**config.mk**
```make
export PLATFORM = sky130hd
export DESIGN_NAME = nn_seq_mlp2_flat
export DESIGN_NICKNAME = d
export VERILOG_FILES = /design/src/rtl/nn_pkg.sv /design/src/rtl/nn_seq_mlp2_if.sv /design/src/rtl/nn_mac.sv /design/src/rtl/nn_seq_mlp2.sv /design/src/flat_wrapper.sv
export SDC_FILE = /design/constraint.sdc
export NUM_CORES = 2
export LEC_CHECK = 0
export BUFFER_PORTS_ARGS = -buffer_cell sky130_fd_sc_hd__buf_2
export CAP_MARGIN = 20
export CORE_MARGIN = 5
export CORE_UTILIZATION = 36
export DETAILED_ROUTE_END_ITERATION = 16
export GPL_TIMING_DRIVEN = 0
export PLACE_DENSITY = 0.47
export SLEW_MARGIN = 20
export SYNTH_ARGS = -nofsm -noshare
export SYNTH_HDL_FRONTEND = slang
export SYNTH_HIERARCHICAL = 1
export SYNTH_SLANG_ARGS = --single-unit
```
**constraint.sdc**
```tcl
create_clock -name clk -period 43.7 [get_ports clk]
set_input_delay 2.185 -clock clk [delete_from_list [all_inputs] [get_ports clk]]
set_output_delay 2.185 -clock clk [all_outputs]
set_load 0.01 [all_outputs]
```
**src/rtl/nn_pkg.sv**
```systemverilog
// Shared types and arithmetic helpers for nn_seq_mlp2.
// Defining NN_SAT_EN makes requant saturate; without it, requant wraps.
package nn_pkg;

    localparam logic [1:0] S_IDLE = 2'd0;
    localparam logic [1:0] S_L1   = 2'd1;
    localparam logic [1:0] S_L2   = 2'd2;
    localparam logic [1:0] S_DONE = 2'd3;

    typedef enum logic [1:0] {
        IDLE = S_IDLE,
        L1   = S_L1,
        L2   = S_L2,
        DONE = S_DONE
    } state_t;

    // Wide working width for requant/relu so one function serves any WIDTH/ACC_W.
    localparam int unsigned RQ_W = 128;

    function automatic int unsigned max_u(input int unsigned a, input int unsigned b);
        return (a > b) ? a : b;
    endfunction

    function automatic int unsigned idx_w(input int unsigned n);
        return (n > 1) ? $clog2(n) : 1;
    endfunction

    function automatic int unsigned acc_w(input int unsigned width, input int unsigned n_a,
                                          input int unsigned n_b);
        return 2 * width + $clog2(max_u(n_a, n_b)) + 1;
    endfunction

    function automatic logic signed [RQ_W-1:0] requant(input logic signed [RQ_W-1:0] acc,
                                                       input int unsigned width,
                                                       input int unsigned frac);
        logic signed [RQ_W-1:0] sh;
        logic signed [RQ_W-1:0] one;
        logic signed [RQ_W-1:0] hi;
        logic signed [RQ_W-1:0] lo;
        sh  = acc >>> frac;
        one = 1;
        hi  = (one <<< (width - 1)) - one;
        lo  = ~hi;
`ifdef NN_SAT_EN
        if (sh > hi) return hi;
        if (sh < lo) return lo;
        return sh;
`else
        // Keep the low width bits, re-sign-extended so the caller's cast is exact.
        return (sh <<< (RQ_W - width)) >>> (RQ_W - width);
`endif
    endfunction

    function automatic logic signed [RQ_W-1:0] relu(input logic signed [RQ_W-1:0] v);
        return v[RQ_W-1] ? '0 : v;
    endfunction

endpackage

```
**src/rtl/nn_seq_mlp2_if.sv**
```systemverilog
// Handshake, weight-write and result bundle for nn_seq_mlp2.
interface nn_seq_mlp2_if
    import nn_pkg::*;
#(
    parameter int unsigned IN_SIZE  = 4,
    parameter int unsigned HIDDEN1  = 3,
    parameter int unsigned OUT_SIZE = 2,
    parameter int unsigned WIDTH    = 16
);
    localparam int unsigned AW    = idx_w(max_u(HIDDEN1 * IN_SIZE, OUT_SIZE * HIDDEN1));
    localparam int unsigned CLS_W = $clog2(OUT_SIZE);

    logic                              wr_en;
    logic                              wr_layer;
    logic [AW-1:0]                     wr_addr;
    logic signed [WIDTH-1:0]           wr_data;
    logic                              in_valid;
    logic                              in_ready;
    logic [IN_SIZE-1:0][WIDTH-1:0]     in_vec;
    logic                              out_valid;
    logic                              out_ready;
    logic [OUT_SIZE-1:0][WIDTH-1:0]    out_vec;
    logic [CLS_W-1:0]                  out_class;
    logic                              busy;

    modport master (
        output wr_en, wr_layer, wr_addr, wr_data, in_valid, in_vec, out_ready,
        input  in_ready, out_valid, out_vec, out_class, busy
    );

    modport slave (
        input  wr_en, wr_layer, wr_addr, wr_data, in_valid, in_vec, out_ready,
        output in_ready, out_valid, out_vec, out_class, busy
    );

endinterface

```
**src/rtl/nn_mac.sv**
```systemverilog
// Shared multiply-accumulate: q is the requantised value of acc + a*b, i.e. the
// row result including the product issued in the current cycle.
module nn_mac
    import nn_pkg::*;
#(
    parameter int unsigned WIDTH = 16,
    parameter int unsigned FRAC  = 12,
    parameter int unsigned ACC_W = 35
) (
    input  logic                    clk,
    input  logic                    rst,
    input  logic                    clr,
    input  logic                    en,
    input  logic signed [WIDTH-1:0] a,
    input  logic signed [WIDTH-1:0] b,
    output logic signed [WIDTH-1:0] q
);
    logic signed [ACC_W-1:0]   acc;
    logic signed [ACC_W-1:0]   sum;
    logic signed [2*WIDTH-1:0] prod;

    assign prod = a * b;
    assign sum  = acc + ACC_W'(prod);
    assign q    = WIDTH'(requant(RQ_W'(sum), WIDTH, FRAC));

    always_ff @(posedge clk or posedge rst) begin
        if (rst)      acc <= '0;
        else if (clr) acc <= '0;
        else if (en)  acc <= sum;
    end

endmodule

```
**src/rtl/nn_seq_mlp2.sv**
```systemverilog
// nn_seq_mlp2: two dense layers (ReLU between) evaluated on one time-shared MAC,
// with argmax over the logits. NN_SAT_EN selects saturating requantisation.
module nn_seq_mlp2
    import nn_pkg::*;
#(
    parameter int unsigned IN_SIZE  = 4,
    parameter int unsigned HIDDEN1  = 3,
    parameter int unsigned OUT_SIZE = 2,
    parameter int unsigned WIDTH    = 16,
    parameter int unsigned FRAC     = 12
) (
    input  logic         clk,
    input  logic         rst,
    nn_seq_mlp2_if.slave bus
);
    localparam int unsigned N1    = HIDDEN1 * IN_SIZE;
    localparam int unsigned N2    = OUT_SIZE * HIDDEN1;
    localparam int unsigned ACC_W = acc_w(WIDTH, IN_SIZE, HIDDEN1);
    localparam int unsigned AW    = idx_w(max_u(N1, N2));
    localparam int unsigned A1W   = idx_w(N1);
    localparam int unsigned A2W   = idx_w(N2);
    localparam int unsigned XW    = idx_w(IN_SIZE);
    localparam int unsigned HW    = idx_w(HIDDEN1);
    localparam int unsigned OW    = idx_w(OUT_SIZE);
    localparam int unsigned CW    = idx_w(max_u(IN_SIZE, HIDDEN1));
    localparam int unsigned RW    = idx_w(max_u(HIDDEN1, OUT_SIZE));
    localparam int unsigned CLS_W = $clog2(OUT_SIZE);

    localparam logic [CW-1:0] C1_LAST = CW'(IN_SIZE - 1);
    localparam logic [CW-1:0] C2_LAST = CW'(HIDDEN1 - 1);
    localparam logic [RW-1:0] R1_LAST = RW'(HIDDEN1 - 1);
    localparam logic [RW-1:0] R2_LAST = RW'(OUT_SIZE - 1);

    state_t                  state;
    logic [RW-1:0]           r;
    logic [CW-1:0]           c;
    logic signed [WIDTH-1:0] x   [IN_SIZE];
    logic signed [WIDTH-1:0] w1  [N1];
    logic signed [WIDTH-1:0] w2  [N2];
    logic signed [WIDTH-1:0] hid [HIDDEN1];
    logic signed [WIDTH-1:0] ov  [OUT_SIZE];
    logic signed [WIDTH-1:0] vmax;
    logic [CLS_W-1:0]        cls;

    logic                    pend;
    logic                    pend_layer;
    logic [AW-1:0]           pend_addr;
    logic signed [WIDTH-1:0] pend_old;

    logic                    accept;
    logic                    mac_busy;
    logic                    row_end;
    logic                    wr_ok;
    logic [A1W-1:0]          i1;
    logic [A2W-1:0]          i2;
    logic signed [WIDTH-1:0] mac_a;
    logic signed [WIDTH-1:0] mac_b;
    logic signed [WIDTH-1:0] mac_q;

    assign accept   = (state == IDLE) && bus.in_valid;
    assign mac_busy = (state == L1) || (state == L2);
    assign row_end  = ((state == L1) && (c == C1_LAST)) || ((state == L2) && (c == C2_LAST));
    assign wr_ok    = bus.wr_en && ((state == IDLE) || (state == DONE)) &&
                      (bus.wr_layer ? (32'(bus.wr_addr) < N2) : (32'(bus.wr_addr) < N1));
    assign i1       = A1W'(32'(r) * IN_SIZE + 32'(c));
    assign i2       = A2W'(32'(r) * HIDDEN1 + 32'(c));

    // A write landing on the accept edge is applied at once, but its pre-write
    // value is kept aside and substituted at that address for this inference.
    always_comb begin
        mac_a = '0;
        mac_b = '0;
        if (state == L2) begin
            mac_a = w2[i2];
            mac_b = hid[HW'(c)];
            if (pend && pend_layer && (32'(pend_addr) == 32'(i2))) mac_a = pend_old;
        end else begin
            mac_a = w1[i1];
            mac_b = x[XW'(c)];
            if (pend && !pend_layer && (32'(pend_addr) == 32'(i1))) mac_a = pend_old;
        end
    end

    nn_mac #(.WIDTH(WIDTH), .FRAC(FRAC), .ACC_W(ACC_W)) u_mac (
        .clk (clk),
        .rst (rst),
        .clr (accept || row_end),
        .en  (mac_busy),
        .a   (mac_a),
        .b   (mac_b),
        .q   (mac_q)
    );

    always_ff @(posedge clk or posedge rst) begin
        if (rst) begin
            state      <= IDLE;
            r          <= '0;
            c          <= '0;
            vmax       <= '0;
            cls        <= '0;
            pend       <= 1'b0;
            pend_layer <= 1'b0;
            pend_addr  <= '0;
            pend_old   <= '0;
            for (int unsigned i = 0; i < IN_SIZE; i++)  x[XW'(i)]   <= '0;
            for (int unsigned i = 0; i < N1; i++)       w1[A1W'(i)] <= '0;
            for (int unsigned i = 0; i < N2; i++)       w2[A2W'(i)] <= '0;
            for (int unsigned i = 0; i < HIDDEN1; i++)  hid[HW'(i)] <= '0;
            for (int unsigned i = 0; i < OUT_SIZE; i++) ov[OW'(i)]  <= '0;
        end else begin
            if (wr_ok) begin
                if (bus.wr_layer) w2[A2W'(bus.wr_addr)] <= bus.wr_data;
                else              w1[A1W'(bus.wr_addr)] <= bus.wr_data;
            end
            case (state)
                IDLE: begin
                    if (bus.in_valid) begin
                        for (int unsigned i = 0; i < IN_SIZE; i++) x[XW'(i)] <= bus.in_vec[i];
                        r          <= '0;
                        c          <= '0;
                        pend       <= wr_ok;
                        pend_layer <= bus.wr_layer;
                        pend_addr  <= bus.wr_addr;
                        pend_old   <= bus.wr_layer ? w2[A2W'(bus.wr_addr)] : w1[A1W'(bus.wr_addr)];
                        state      <= L1;
                    end
                end
                L1: begin
                    if (c == C1_LAST) begin
                        hid[HW'(r)] <= WIDTH'(relu(RQ_W'(mac_q)));
                        c           <= '0;
                        if (r == R1_LAST) begin
                            r     <= '0;
                            state <= L2;
                        end else begin
                            r <= r + 1'b1;
                        end
                    end else begin
                        c <= c + 1'b1;
                    end
                end
                L2: begin
                    if (c == C2_LAST) begin
                        ov[OW'(r)] <= mac_q;
                        // Strict greater-than keeps the lowest index on ties.
                        if ((r == '0) || (mac_q > vmax)) begin
                            vmax <= mac_q;
                            cls  <= CLS_W'(r);
                        end
                        c <= '0;
                        if (r == R2_LAST) begin
                            r     <= '0;
                            state <= DONE;
                        end else begin
                            r <= r + 1'b1;
                        end
                    end else begin
                        c <= c + 1'b1;
                    end
                end
                DONE: begin
                    if (bus.out_ready) state <= IDLE;
                end
                default: state <= IDLE;
            endcase
        end
    end

    assign bus.in_ready  = (state == IDLE);
    assign bus.out_valid = (state == DONE);
    assign bus.busy      = mac_busy;
    assign bus.out_class = cls;

    always_comb begin
        bus.out_vec = '0;
        for (int unsigned i = 0; i < OUT_SIZE; i++) bus.out_vec[i] = ov[OW'(i)];
    end

endmodule

```
**src/flat_wrapper.sv**
```systemverilog
// flat-port wrapper written by rule: the top's interface ports become plain ports
module nn_seq_mlp2_flat import nn_pkg::*;
#(
    parameter int unsigned IN_SIZE  = 4,
    parameter int unsigned HIDDEN1  = 3,
    parameter int unsigned OUT_SIZE = 2,
    parameter int unsigned WIDTH    = 16,
    parameter int unsigned FRAC     = 12
)
  (clk, rst, bus_wr_en, bus_wr_layer, bus_wr_addr, bus_wr_data, bus_in_valid, bus_in_vec, bus_out_ready, bus_in_ready, bus_out_valid, bus_out_vec, bus_out_class, bus_busy);
  nn_seq_mlp2_if #(.IN_SIZE(IN_SIZE), .HIDDEN1(HIDDEN1), .OUT_SIZE(OUT_SIZE), .WIDTH(WIDTH)) bus_i ();
  input  logic clk;
  input  logic rst;
  input wire logic [$bits(bus_i.wr_en)-1:0] bus_wr_en;
  input wire logic [$bits(bus_i.wr_layer)-1:0] bus_wr_layer;
  input wire logic [$bits(bus_i.wr_addr)-1:0] bus_wr_addr;
  input wire logic [$bits(bus_i.wr_data)-1:0] bus_wr_data;
  input wire logic [$bits(bus_i.in_valid)-1:0] bus_in_valid;
  input wire logic [$bits(bus_i.in_vec)-1:0] bus_in_vec;
  input wire logic [$bits(bus_i.out_ready)-1:0] bus_out_ready;
  output wire logic [$bits(bus_i.in_ready)-1:0] bus_in_ready;
  output wire logic [$bits(bus_i.out_valid)-1:0] bus_out_valid;
  output wire logic [$bits(bus_i.out_vec)-1:0] bus_out_vec;
  output wire logic [$bits(bus_i.out_class)-1:0] bus_out_class;
  output wire logic [$bits(bus_i.busy)-1:0] bus_busy;
  assign bus_i.wr_en = bus_wr_en;
  assign bus_i.wr_layer = bus_wr_layer;
  assign bus_i.wr_addr = bus_wr_addr;
  assign bus_i.wr_data = bus_wr_data;
  assign bus_i.in_valid = bus_in_valid;
  assign bus_i.in_vec = bus_in_vec;
  assign bus_i.out_ready = bus_out_ready;
  assign bus_in_ready = bus_i.in_ready;
  assign bus_out_valid = bus_i.out_valid;
  assign bus_out_vec = bus_i.out_vec;
  assign bus_out_class = bus_i.out_class;
  assign bus_busy = bus_i.busy;
  nn_seq_mlp2 #(.IN_SIZE(IN_SIZE), .HIDDEN1(HIDDEN1), .OUT_SIZE(OUT_SIZE), .WIDTH(WIDTH), .FRAC(FRAC)) u_core (.clk(clk), .rst(rst), .bus(bus_i));
endmodule
```
After elaboration in Yosys (flattened, before gate mapping)
Index checks and enable logic that the tools add are counted.
W data, S select, Z words.
- bits in registers: 512
- word-level logic and storage cells: 168
- $add $sub $neg: 5
- $mul: 2
- $lt $le $gt $ge: 14
- equality and inequality tests: 15
- multiplexer cells: 55
- bitwise gates (word level): 8
- reduce and logical (&&, ||, !) cells: 32
- operator list (operator ; number):
    $mux W16 ; 21
    $bwmux W192 ; 1
    $bmux W16 S4 ; 2
    $bmux W16 S3 ; 2
    $bwmux W96 ; 1
    $mux W35 ; 2
    $bmux W16 S2 ; 2
    $demux W16 S4 ; 1
    $bwmux W48 ; 1
    $demux W16 S3 ; 1
    $add A35 B32 Y35 ; 1
    $bwmux W32 ; 1
    $demux W16 S2 ; 1
    $mul A16 B16 Y32 ; 1
    $mux W2 ; 13
    $demux W16 S1 ; 1
    $gt A16 B16 Y1 ; 1
    $mux W15 ; 1
    $logic_and A1 B1 Y1 ; 13
    $ne A2 B2 Y1 const B ; 6
    $pmux W2 S3 ; 2
    $reduce_and A2 Y1 ; 6
    $eq A2 B2 Y1 const B ; 5
    $ge A5 B5 Y1 const B ; 2
    31 further kinds ; 43

Logic depth before layout (Yosys ltp)
- depth after elaboration: 13
- gate-level depth with buffers: 44
- depth with buffers taken out: 37

By module
The synthesis kept the hierarchy.
- modules (own cells, without submodules) (module ; times used ; cells each ; area each (um2) ; seq. area each (um2)):
    nn_seq_mlp2 ; 1 ; 1893 ; 24927.7 ; 11861.4
    nn_mac ; 1 ; 1208 ; 11059.4 ; 700.7

Worst setup path after synthesis
OpenSTA, ideal clock, no wires.
- kind: reg-to-reg
- start: register u_core.c[1]
- end: register u_core.vmax[1]
- setup time: 0.070 ns
- arrival: 10.022 ns
- slack: 33.609 ns
- stages on the path, launching flop included: 41
- buffers on the path: 8
- clock period less this slack: 10.091 ns
- cell sequence: dfrtp_1 -> clkbuf_1 -> inv_1 -> clkbuf_1 -> fa_1 -> inv_1 -> ha_1 -> buf_2 -> buf_2 -> buf_2 -> mux4_2 -> a211oi_1 -> o32ai_1 -> clkbuf_1 -> nand2_1 -> fa_1 -> fa_1 -> fa_1 -> (+5 left out) -> inv_1 -> ha_1 -> nand2_1 -> nor3_1 -> a2111oi_4 -> o31ai_1 -> a21oi_1 -> nor2b_1 -> nor2_1 -> xnor2_1 -> ha_1 -> a41o_1 -> a21oi_1 -> o22a_1 -> clkbuf_1 -> clkbuf_1 -> nand4_1 -> nand3_1
- cells in the longest elaborated chain, start to end: 12
- elaborated cells on any way between the ends: 31
- those cells by class: add/sub: 3; mul: 1; order compare: 1; eq/ne: 3; mux: 16; bitwise: 3; reduce/logical: 4
- ends and longest elaborated chain (element ; line ; RTL):
    from (decl) ; nn_seq_mlp2.sv:36 ; logic [CW-1:0] c;
    from (signal assigned) ; nn_seq_mlp2.sv:139 ; c <= c + 1'b1;
    from (signal assigned) ; nn_seq_mlp2.sv:158 ; c <= c + 1'b1;
    $add A4 B2 Y4 or $add A3 B2 Y3 (tied branches) ; nn_seq_mlp2.sv:65, nn_seq_mlp2.sv:66 ;
    $not A4 Y5 (implied by the code) or $not A3 Y4 (tied branches) ; nn_seq_mlp2.sv:78, nn_seq_mlp2.sv:74 ;
    $bmux W16 S4 or $bmux W16 S3 (tied branches) ; nn_seq_mlp2.sv:78, nn_seq_mlp2.sv:74 ;
    $mux W16 (on tied branches) (2 in series) ; nn_seq_mlp2.sv:78, nn_seq_mlp2.sv:74 ;
    $mux W16 (on tied branches) ; nn_seq_mlp2.sv:80, nn_seq_mlp2.sv:76 ;
    $mux W16 * ; nn_seq_mlp2.sv:73 ; if (state == L2) begin
    via u_core.mac_a[9] ; nn_seq_mlp2.sv:56 ; logic signed [WIDTH-1:0] mac_a;
    $mul A16 B16 Y32 * ; nn_mac.sv:22 ; assign prod = a * b;
    $add A35 B32 Y35 * ; nn_mac.sv:23 ; assign sum = acc + ACC_W'(prod);
    via u_core.mac_q[6] ; nn_seq_mlp2.sv:58 ; logic signed [WIDTH-1:0] mac_q;
    $gt A16 B16 Y1 * ; nn_seq_mlp2.sv:146 ; if ((r == '0) || (mac_q > vmax)) begin
    $logic_or A1 B1 Y1 * ; nn_seq_mlp2.sv:146 ;
    $reduce_and A3 Y1 (no source line) * ; -- ;
    to (signal assigned) ; nn_seq_mlp2.sv:147 ; vmax <= mac_q;
    to (decl) ; nn_seq_mlp2.sv:42 ; logic signed [WIDTH-1:0] vmax;
Mark *: on every way through the listed nets, which the timed path passes. The rest lies on a longest branch. The select of a mux whose other input is x is not followed.
A chain may end at the register's enable or synchronous reset.

Final worst setup path
- start: register u_core.r[0]
- end: register u_core.vmax[4]
- cells in the longest elaborated chain, start to end: 13
- elaborated cells on any way between the ends: 24
- those cells by class: add/sub: 3; mul: 2; order compare: 1; eq/ne: 2; mux: 9; bitwise: 2; reduce/logical: 5
- ends and longest elaborated chain (element ; line ; RTL):
    from (decl) ; nn_seq_mlp2.sv:35 ; logic [RW-1:0] r;
    from (signal assigned) ; nn_seq_mlp2.sv:136 ; r <= r + 1'b1;
    from (signal assigned) ; nn_seq_mlp2.sv:155 ; r <= r + 1'b1;
    $mul A2 B2 Y3 ; nn_seq_mlp2.sv:66 ; assign i2 = A2W'(32'(r) * HIDDEN1 + 32'(c));
    $add A3 B2 Y3 ; nn_seq_mlp2.sv:66 ;
    $not A3 Y4 (implied by the code) ; nn_seq_mlp2.sv:74 ; mac_a = w2[i2];
    $bmux W16 S3 ; nn_seq_mlp2.sv:74 ;
    $mux W16 (implied by the code) (2 in series) ; nn_seq_mlp2.sv:74 ;
    $mux W16 ; nn_seq_mlp2.sv:76 ; if (pend && pend_layer && (32'(pend_addr) == 32'(i2))) mac_a = pend_old;
    $mux W16 * ; nn_seq_mlp2.sv:73 ;
    via u_core.mac_a[6] ; nn_seq_mlp2.sv:56 ;
    $mul A16 B16 Y32 * ; nn_mac.sv:22 ;
    $add A35 B32 Y35 * ; nn_mac.sv:23 ;
    via u_core.mac_q[6] ; nn_seq_mlp2.sv:58 ;
    $gt A16 B16 Y1 * ; nn_seq_mlp2.sv:146 ;
    $logic_or A1 B1 Y1 * ; nn_seq_mlp2.sv:146 ;
    $reduce_and A3 Y1 (no source line) * ; -- ;
Marks and branches as above.

==> impl_metrics.yaml <==
run_status:
  status: "finished, final reports clean"
layout:
  area_growth_pct: 12.8
  seq_area_um2: 12600
  final_cell_mix: "502 x dfrtp_1, 398 x mux2_2, 358 x inv_1, 256 x fa_1, 216 x nand2_1"
  layout.nets: 3767
  utilization: 0.407
  fill_cells: 9496
  final_common_cell: "dfrtp_1"
  multi_input_area_um2: 21200
  drive_above_1_share: 0.266
floorplanning:
  die_h_um: 326
  initial_core_util: 0.361
  fp-row-count: 116
  die_area_um2: 106000
  io_pins: 126
  die_width_um: 326
  coreArea_um2: 99700
worst_setup_path:
  cp_slowest_cell: "nor2_1"
  cp.arrival_ns: 14.69
  max_stage_delay_ns: 0.80
  cp_common_cell: "fa_1"
  crit_path_start_kind: "flop"
  worstRegToRegCells: 40
  critPathRequiredTime_ns: 44.26
  crit_fanout: 10
  path_class: "flop to flop"
  end_kind: "flop"
placed_design:
  dp_hpwl_mm: 88.3
  gp_congestion: 0.885
  pre_cts_slack_ns: 29.67
  port_buffers: 123
global_routing:
  grtUsageMet1: 0.281
  grt-ovfl-total: 0
  grt_pass1_wl_mm: 175
  grt_busiest_layer: "met2"
  grt_max_degree: 104
  grt_pass1_vias: 27300
  use_met2: 0.370
  grt_use_met3: 0.0264
  grt_util_all_layers: 0.214
  antenna_found_initial: 3
clock_tree:
  clk_pin_slew_ns: 0.06
  cts_tree: "built"
  cts_buffer_depth: 3
  htreeDepth: 2
  clock_sinks: 502
  insertion_delay_ns: 0.66
  cts_root_buf: "clkbuf_16"
  holdBufCountCts: 0
  cts_setup_buffers: 0
  cts_resized: 0
  cts_buffers: 60
logic_synthesis:
  syn-num-nets: 3566
  synth_fa_ha_area_frac: 0.184
  postSynthAreaPerCell_um2: 11.6
  yosys-top-cells-area: "dfrtp_1 35%, fa_1 14%, mux2_2 12%"
  synth_warnings: 6
  synth_top_area_frac: 0.349
  ys_types: 82
  synth-seq-area-share: 0.349
  ys_async_sr_fraction: 1.00
  ys_ff_latch: 502
  syn_inst: 3101
  synth.area.mux_share: 0.238
  synth_area_um2: 36000
  ys.flop_type: "dfrtp_1"
  synth_compound_area_frac: 0.0690
  synth_area_leader_cell: "dfrtp_1"
  synth-simple-area-share: 0.0842
  synth_edf_count: 0
  synth-xor-area-share: 0.0128
  synth_top_family_by_area: "multiplexers"
sta:
  fin_ws_ns: 29.57
  clock_skew_ns: 0.0489
  slew_headroom: 0.252
  worst_slew_pin_slew_ns: 1.12
  period_needed_ns: 14.13
  setup_violations: 0
  hold_viol: 0
  tns_ns: 0
  fin_crit_sh: 0.323
  drv_slew: 0
  fmax_ghz: 0.0708
  rsz0062_at_grt: "no"
drt:
  drt_iter0_markers: 1503
  vias: 24900
  avgViaCountPerCell: 5.37
  drc: 0
  routed_wl_mm: 114
  first_pass_iters: 5
  routedWlPerCell_um: 24.5
  antenna_left: 0
min_path:
  min_path_cells: 2
  holdCritPathClass: "flop to flop"
flow_run:
  max_cap_viol_count: 0
-- cell type report --
type	instances	share of cell area
buffer	200	0.0221
timing repair buffer	139	0.0200
tap	1298	0.0400
antenna	1	0.0000616
clock inverter	30	0.0107
sequential	502	0.309
inverter	363	0.0337
multi-input combinational	2036	0.523
clock buffer	79	0.0410
-- cell usage after synthesis, types with 4 or more instances --
library cell  count
a22o_1           19
and3_1            7
o32ai_1           8
xnor2_1          39
nand3b_1          7
a211oi_1         15
a221oi_1         16
a31oi_1           6
a22oi_1          28
and2_1          134
a21oi_1          67
buf_2            49
dfrtp_1         502
fa_1            256
mux2_2          398
mux4_2          136
buf_1            11
o21bai_1          4
ha_1            119
nor3b_1           4
clkbuf_1        124
xor2_1            8
nand2b_1         20
nor2_1          115
o211ai_1         14
mux2i_1          87
o211a_1          10
o21a_1            6
inv_1           360
mux2_4           10
a221o_1           9
nand4_1          22
o21ai_0         108
nand2_2           6
buf_6             4
nand2_1         216
nor2b_1           6
buf_4            10
or2_2             5
nor3_1           18
nand3_1          41
o311ai_0         17
a21o_1            9
-- metrics by stage --
stage	cell area, um2	std cells	hold slack (ns)
after floorplan	36000	3101	0.445
after global placement	38200	4522	0.461
after detailed placement	38500	4537	0.469
after CTS	40600	4646	0.483
after global routing	40600	4647	0.494
final	40600	4648	0.480
-- registers in the layout, summed over array words and instances, names as in the netlist, 2 cells and up --
register / cells
u_core/bus.out_vec: 32
u_core/c: 2
u_core/hid: 45
u_core/pend_addr: 4
u_core/pend_old: 16
u_core/r: 2
u_core/state: 2
u_core/u_mac/acc: 28
u_core/vmax: 16
u_core/w1: 192
u_core/w2: 96
u_core/x: 64
-- final timing paths --
check	end	slack, ns	from
hold reg to reg	u_core/bus.out_vec[0]	0.48	u_core/bus.out_vec[0]
setup reg to reg	u_core/vmax[4]	29.57	u_core/r[0]
min in group asynchronous	u_core/bus.out_vec[21]	1.65	rst
max in group asynchronous	u_core/w1[131]	40.06	rst
setup / recovery	u_core/vmax[4]	29.57	u_core/r[0]
hold / removal	u_core/bus.out_vec[0]	0.48	u_core/bus.out_vec[0]
-- cell families after synthesis --
| kind of cell | after synthesis |
|---|---|
| AND/OR/NAND/NOR | 617 |
| flip-flops | 502 |
| buffers and inverters | 563 |
| AO/OA/AOI/OAI | 363 |
| XOR/XNOR | 49 |
| adder cells (fa/ha/maj) | 375 |
| multiplexers | 632 |
-- routing by layer --
metal,vias to the layer above,wire length (um),part of all wire
li1,11100,-,-
met1,13000,48300,0.42
met2,691,56700,0.50
met3,192,4850,0.043
met4,2,3980,0.035
met5,-,13,0.00011
-- critical path: cells and delay by family (launching register included) --
family          cells  cell delay, ns
xor+xnor            1            0.73
fa+ha+maj          10            4.58
flops               1            0.50
simple gates        9            2.30
buf+inv            12            3.36
compound gates      8            2.56
Power is not shown: default switching activity piles up to over one toggle a cycle in this logic, so the estimate is an artifact.
